$ cat src/rtl/c_pipeline_pkg.sv
// Shared pipeline definitions: skid-buffer state encoding and IF/ID control-field packing.
package c_pipeline_pkg;

    typedef enum logic [1:0] {
        EMPTY = 2'd0,
        ONE   = 2'd1,
        FULL  = 2'd2
    } skid_state_e;

    localparam int unsigned C_CTRL_W       = 11;
    localparam int unsigned C_OP_LSB       = 0;
    localparam int unsigned C_OP_W         = 7;
    localparam int unsigned C_FUNCT3_LSB   = 7;
    localparam int unsigned C_FUNCT3_W     = 3;
    localparam int unsigned C_FUNCT7B5_BIT = 10;

    // addi x0,x0,0 : funct7b5=0, funct3=000, op=0010011
    localparam logic [C_CTRL_W-1:0] C_NOP_CTRL = 11'h013;

    typedef struct packed {
        logic                  funct7b5;
        logic [C_FUNCT3_W-1:0] funct3;
        logic [C_OP_W-1:0]     op;
    } ctrl_fields_t;

    // Pack decode fields into the default control word layout.
    function automatic logic [C_CTRL_W-1:0] pack_ctrl(
        input logic                  funct7b5,
        input logic [C_FUNCT3_W-1:0] funct3,
        input logic [C_OP_W-1:0]     op
    );
        ctrl_fields_t f;
        f.funct7b5 = funct7b5;
        f.funct3   = funct3;
        f.op       = op;
        return C_CTRL_W'(f);
    endfunction

endpackage

$ cat src/rtl/c_saturating_counter.sv
// Event counter that counts qualifying cycles and sticks at its maximum value.
module c_saturating_counter #(
    parameter int unsigned W = 16
) (
    input  logic         clk,
    input  logic         reset,
    input  logic         inc,
    output logic [W-1:0] count
);

    localparam logic [W-1:0] MAX_VAL = {W{1'b1}};

    // Increment on each qualifying cycle until saturated; cleared only by reset.
    always_ff @(posedge clk) begin
        if (reset) begin
            count <= '0;
        end else if (inc && (count != MAX_VAL)) begin
            count <= count + W'(1);
        end
    end

endmodule

$ cat src/rtl/c_if_id_skid_register.sv
// Elastic IF/ID control register: two-entry skid buffer with registered ready,
// NOP insertion on flush/empty, and saturating stall/flush event counters.
module c_if_id_skid_register
    import c_pipeline_pkg::*;
#(
    parameter int unsigned               FIELD_W  = 11,
    parameter logic [FIELD_W-1:0]        NOP_WORD = FIELD_W'(C_NOP_CTRL),
    parameter int unsigned               CNT_W    = 16
) (
    input  logic               clk,
    input  logic               reset,
    input  logic               valid_F,
    input  logic [FIELD_W-1:0] payload_F,
    output logic               ready_F,
    input  logic               FlushD,
    input  logic               StallD,
    output logic               valid_D,
    output logic [FIELD_W-1:0] payload_D,
    output logic [CNT_W-1:0]   stall_cnt,
    output logic [CNT_W-1:0]   flush_cnt
);

    skid_state_e        state_q;
    skid_state_e        state_d;
    logic [FIELD_W-1:0] skid_q;
    logic [FIELD_W-1:0] skid_d;
    logic [FIELD_W-1:0] main_d;
    logic               valid_d;
    logic               ready_d;
    logic               accept_c;
    logic               consume_c;

    // Handshake events; ready_F and valid_D are both flop outputs.
    assign accept_c  = valid_F && ready_F;
    assign consume_c = valid_D && !StallD;

    // State register.
    always_ff @(posedge clk) begin
        if (reset) begin
            state_q <= EMPTY;
        end else begin
            state_q <= state_d;
        end
    end

    // Next-state logic; flush overrides every handshake transition.
    always_comb begin
        state_d = state_q;
        if (FlushD) begin
            state_d = EMPTY;
        end else begin
            case (state_q)
                EMPTY: if (accept_c) state_d = ONE;
                ONE: begin
                    if (accept_c && !consume_c)      state_d = FULL;
                    else if (!accept_c && consume_c) state_d = EMPTY;
                end
                FULL:  if (consume_c) state_d = ONE;
                default: state_d = EMPTY;
            endcase
        end
    end

    // Datapath next values for main/skid entries and the registered ready.
    always_comb begin
        main_d  = payload_D;
        valid_d = valid_D;
        skid_d  = skid_q;
        if (FlushD) begin
            main_d  = NOP_WORD;
            valid_d = 1'b0;
            skid_d  = NOP_WORD;
        end else begin
            case (state_q)
                EMPTY: begin
                    if (accept_c) begin
                        main_d  = payload_F;
                        valid_d = 1'b1;
                    end
                end
                ONE: begin
                    if (accept_c && consume_c) begin
                        main_d = payload_F;
                    end else if (accept_c) begin
                        skid_d = payload_F;
                    end else if (consume_c) begin
                        main_d  = NOP_WORD;
                        valid_d = 1'b0;
                    end
                end
                FULL: begin
                    if (consume_c) begin
                        main_d = skid_q;
                        skid_d = NOP_WORD;
                    end
                end
                default: begin
                    main_d  = NOP_WORD;
                    valid_d = 1'b0;
                end
            endcase
        end
        ready_d = (state_d != FULL);
    end

    // Main entry, skid entry and ready flops.
    always_ff @(posedge clk) begin
        if (reset) begin
            payload_D <= NOP_WORD;
            valid_D   <= 1'b0;
            skid_q    <= NOP_WORD;
            ready_F   <= 1'b1;
        end else begin
            payload_D <= main_d;
            valid_D   <= valid_d;
            skid_q    <= skid_d;
            ready_F   <= ready_d;
        end
    end

    c_saturating_counter #(.W(CNT_W)) u_stall_cnt (
        .clk   (clk),
        .reset (reset),
        .inc   (valid_D && StallD),
        .count (stall_cnt)
    );

    c_saturating_counter #(.W(CNT_W)) u_flush_cnt (
        .clk   (clk),
        .reset (reset),
        .inc   (FlushD),
        .count (flush_cnt)
    );

endmodule

$ cat config.mk
export PLATFORM = sky130hd
export DESIGN_NAME = c_if_id_skid_register
export DESIGN_NICKNAME = d
export VERILOG_FILES = /design/src/rtl/c_pipeline_pkg.sv /design/src/rtl/c_saturating_counter.sv /design/src/rtl/c_if_id_skid_register.sv
export SDC_FILE = /design/constraint.sdc
export NUM_CORES = 1
export LEC_CHECK = 0
export CORE_UTILIZATION = 31
export DETAILED_ROUTE_END_ITERATION = 10
export SLEW_MARGIN = 20
export SYNTH_ARGS = -nofsm -noshare
export SYNTH_HDL_FRONTEND = slang
export SYNTH_SLANG_ARGS = --single-unit
$ cat constraint.sdc
create_clock -name clk -period 5.8 [get_ports clk]
set_input_delay 1.74 -clock clk [delete_from_list [all_inputs] [get_ports clk]]
set_output_delay 1.74 -clock clk [all_outputs]
set_load 0.005 [all_outputs]
==> summary.txt <==
Pwr
  • Tot Pwr: 0.000898 W
  • Sequential share of power: 46.1%
  • P_leak: 1.21 nW
  • Internal power: 0.000692 W
  • Sw Share: 23.0%
  • Clock power share: 46.1%
  • Combinational share of power: 7.8%
  • Net Switching: 0.000207 W
  • Peak supply drop: 100 uV
  • P per Cell Area: 242 nW/um^2

Critical path
  • Reg-to-reg critical path endpoint: skid_q[8]
  • CP Data Arrival Time: 3.92 ns
  • Worst Reg2Reg Path Length in Cells: 4
  • Startpoint Class: input pin
  • Worst R2R Start: state_q[0]
  • Critical path endpoint category: flip-flop
  • Reg2reg setup slack: 3.71 ns
  • WP data required: 6.02 ns
  • CP max FO: 9
  • Crit path kind: input pin to flip-flop

Floorplan
  • Row count: 34
  • Die height: 97.4 um
  • Initial core utilization: 32.2%
  • Number of I/O pins: 61
  • Core area: 8760 um^2
  • Die footprint: 9480 um^2
  • Chip width: 97.4 um

Synthesis
  • Ys async rst share: 0%
  • Mapped Cells: 337
  • Net count after synthesis: 355
  • Mean Syn Cell Area: 8.37 um^2
  • Synth warn: 0
  • Register area share after synthesis: 41.2%
  • Flops & latches, synth: 58
  • Number of synthesized flops with an enable pin: 0
  • Synth Cell Area: 2820 um^2
  • Most used DFF post-synth: dfxtp_1
  • Synth unique cells: 52

Cells and area
  • Footprint of the multi-input gates: 1550 um^2
  • Area growth from synthesis to layout: 31.4%
  • NumNets Final: 410
  • Leading cell type in the layout, fill and taps excluded: clkdlybuf4s50_1
  • Final instance area: 3710 um^2
  • Share of layout cells above drive strength 1: 7.30%
  • Final core occ: 42.3%
  • Reg area: 1160 um^2
  • Antenna Cells: 0
  • Most frequent cells in the layout: clkdlybuf4s50_1 (60), dfxtp_1 (58), nand2_1 (28), a21oi_1 (28), nor2_1 (27)
  • Fillers: 871

Hold path
  • Hold Path Depth: 2
  • Hold Crit Start: payload_D[10]
  • Endpoint, Worst Hold: payload_D[10]
  • Hold Crit Class: flip-flop to flip-flop

Timing
  • Final Hold Vio Count: 0
  • Final setup fails: 0
  • Crit path time final: 3.69 ns
  • Final worst slack: 2.11 ns
  • Slew headroom: 38.2%
  • Max Slew Vio Count: 0
  • Worst slew pin tran: 0.920 ns
  • Setup TNS: 0 ns
  • FMAX: 0.271 GHz
  • Clock skew: 0.00955 ns
  • Fin crit share: 63.7%
  • RSZ-0062 raised after global routing: no

CTS
  • PostCTS Resize Cnt: 0
  • Bufs on Longest Clock Path: 2
  • CTS Buf Count: 9
  • Clock-pin slew of the registers on the worst-case setup and hold paths: 0.07 ns
  • Clk Latency, worst-skew pair: 0.34 ns
  • H-tree depth: 3
  • TritonCTS Sinks: 58
  • TritonCTS clock tree: done
  • Root Driver: clkbuf_8
  • Hold Buf Count CTS: 0
  • Setup Fix Bufs, Post-CTS: 0

Detailed routing
  • DRC viols: 0
  • Routed WL per cell: 14.2 um
  • Antenna Nets Post-Route: 0
  • Vias: 2762
  • Starting DRT DRC Count: 104
  • Detailed Route WL: 7160 um
  • Mean number of vias per cell: 5.47
  • DRT Pass-1 Iters: 4

Placement
  • HPWL Detailed: 4990 um
  • Port bufs: 60
  • DP Area: 3490 um^2
  • RD Place Congestion: 0.743
  • Worst slack, placed: 1.79 ns

Global routing
  • Gr usage total: 15.5%
  • First-pass GRT wire length: 12100 um
  • Largest net degree at the start of global routing: 38
  • Total gr overflow: 0
  • Vias in the first global route: 2495
  • Initial antenna violation count: 0

Flow run
  • Max Cap Viol: 0

Status
  • Outcome: finished, final reports clean
==> per-stage QoR <==
| stage | instances | hold slack (ns) |
|---|---|---|
| detailed placement | 489 | 0.452 |
| global placement | 489 | 0.445 |
| floorplan | 337 | 0.448 |
| global route | 505 | 0.482 |
| CTS | 505 | 0.460 |
| finish | 505 | 0.459 |
==> Yosys cell counts (all sizes together), types with 5 or more instances <==
master / number / area, um^2
dfxtp: 58 / 1160
a21oi: 28 / 140
nand2: 28 / 105
nor2: 27 / 101
nand3: 19 / 100
a22oi: 16 / 120
nor3: 14 / 70.1
o21ai: 13 / 65.1
clkbuf: 12 / 46.3
or4: 11 / 83.8
inv: 9 / 33.8
a2bb2oi: 8 / 70.1
nand4: 8 / 56.3
o31ai: 8 / 60.1
a31oi: 7 / 43.8
or3: 7 / 45.1
and3: 5 / 33.8
nor2b: 5 / 31.3
==> routing by layer <==
metal / global-route usage (%) / up-vias / routed length, um
met5: 0 / - / 0
met4: 6.67 / 0 / 103
met3: 3.38 / 8 / 238
met2: 24.7 / 55 / 3400
met1: 20.1 / 1296 / 3420
li1: - / 1403 / -
==> layout make-up <==
class,count,area share (%)
multi-input combinational,253,41.8
sequential,58,31.3
timing repair buffer,61,16.4
clock buffer,10,3.71
tap,108,3.65
clock inverter,6,2.16
inverter,9,0.912
==> flip-flops by register name, indices dropped and copies added, names as in the netlist <==
| signal | flops |
|---|---|
| ready_F | 1 |
| state_q | 2 |
| payload_D | 11 |
| skid_q | 11 |
| u_stall_cnt.count | 16 |
| valid_D | 1 |
| u_flush_cnt.count | 16 |
==> worst max path at each step <==
stage,startpoint,endpoint,slack (ns),cells past startpoint
3_3_place_gp,StallD,payload_D[5],1.73,5
2_1_floorplan,FlushD,u_flush_cnt.count[15],2.47,5
5_1_grt,FlushD,u_flush_cnt.count[15],2.04,5
4_1_cts,FlushD,u_flush_cnt.count[15],2.13,5
3_5_place_dp,FlushD,u_flush_cnt.count[15],1.79,5
6_report,FlushD,u_flush_cnt.count[15],2.11,5
==> logic make-up (layout without fill, tap and decap cells) <==
family	after synthesis	in the layout	share of synthesized area, %
compound gates	99	99	23.2
simple gates	147	147	28.7
fa+ha+maj	2	2	0.887
flops	58	58	41.2
buf+inv	26	86	4.13
mux	5	5	1.91
==> worst max-delay path, stage by stage <==
cell,delay [ns]
clkdlybuf4s50_1,0.64
nand3_1,0.19
or4_1,0.65
nor4b_1,0.33
mux2_2,0.37
==> power by group through the flow <==
stage / Clock, W / Sequential (W) / Combinational [W]
6_report: 0.000414 / 0.000414 / 0.0000698
4_1_cts: 0.000425 / 0.000414 / 0.0000704
3_5_place_dp: 0 / 0.000423 / 0.0000700
3_3_place_gp: 0 / 0.000423 / 0.0000684
2_1_floorplan: 0 / 0.000420 / 0.0000395
5_1_grt: 0.000446 / 0.000415 / 0.0000768
No activity file was read; power rests on OpenSTA's default activity.
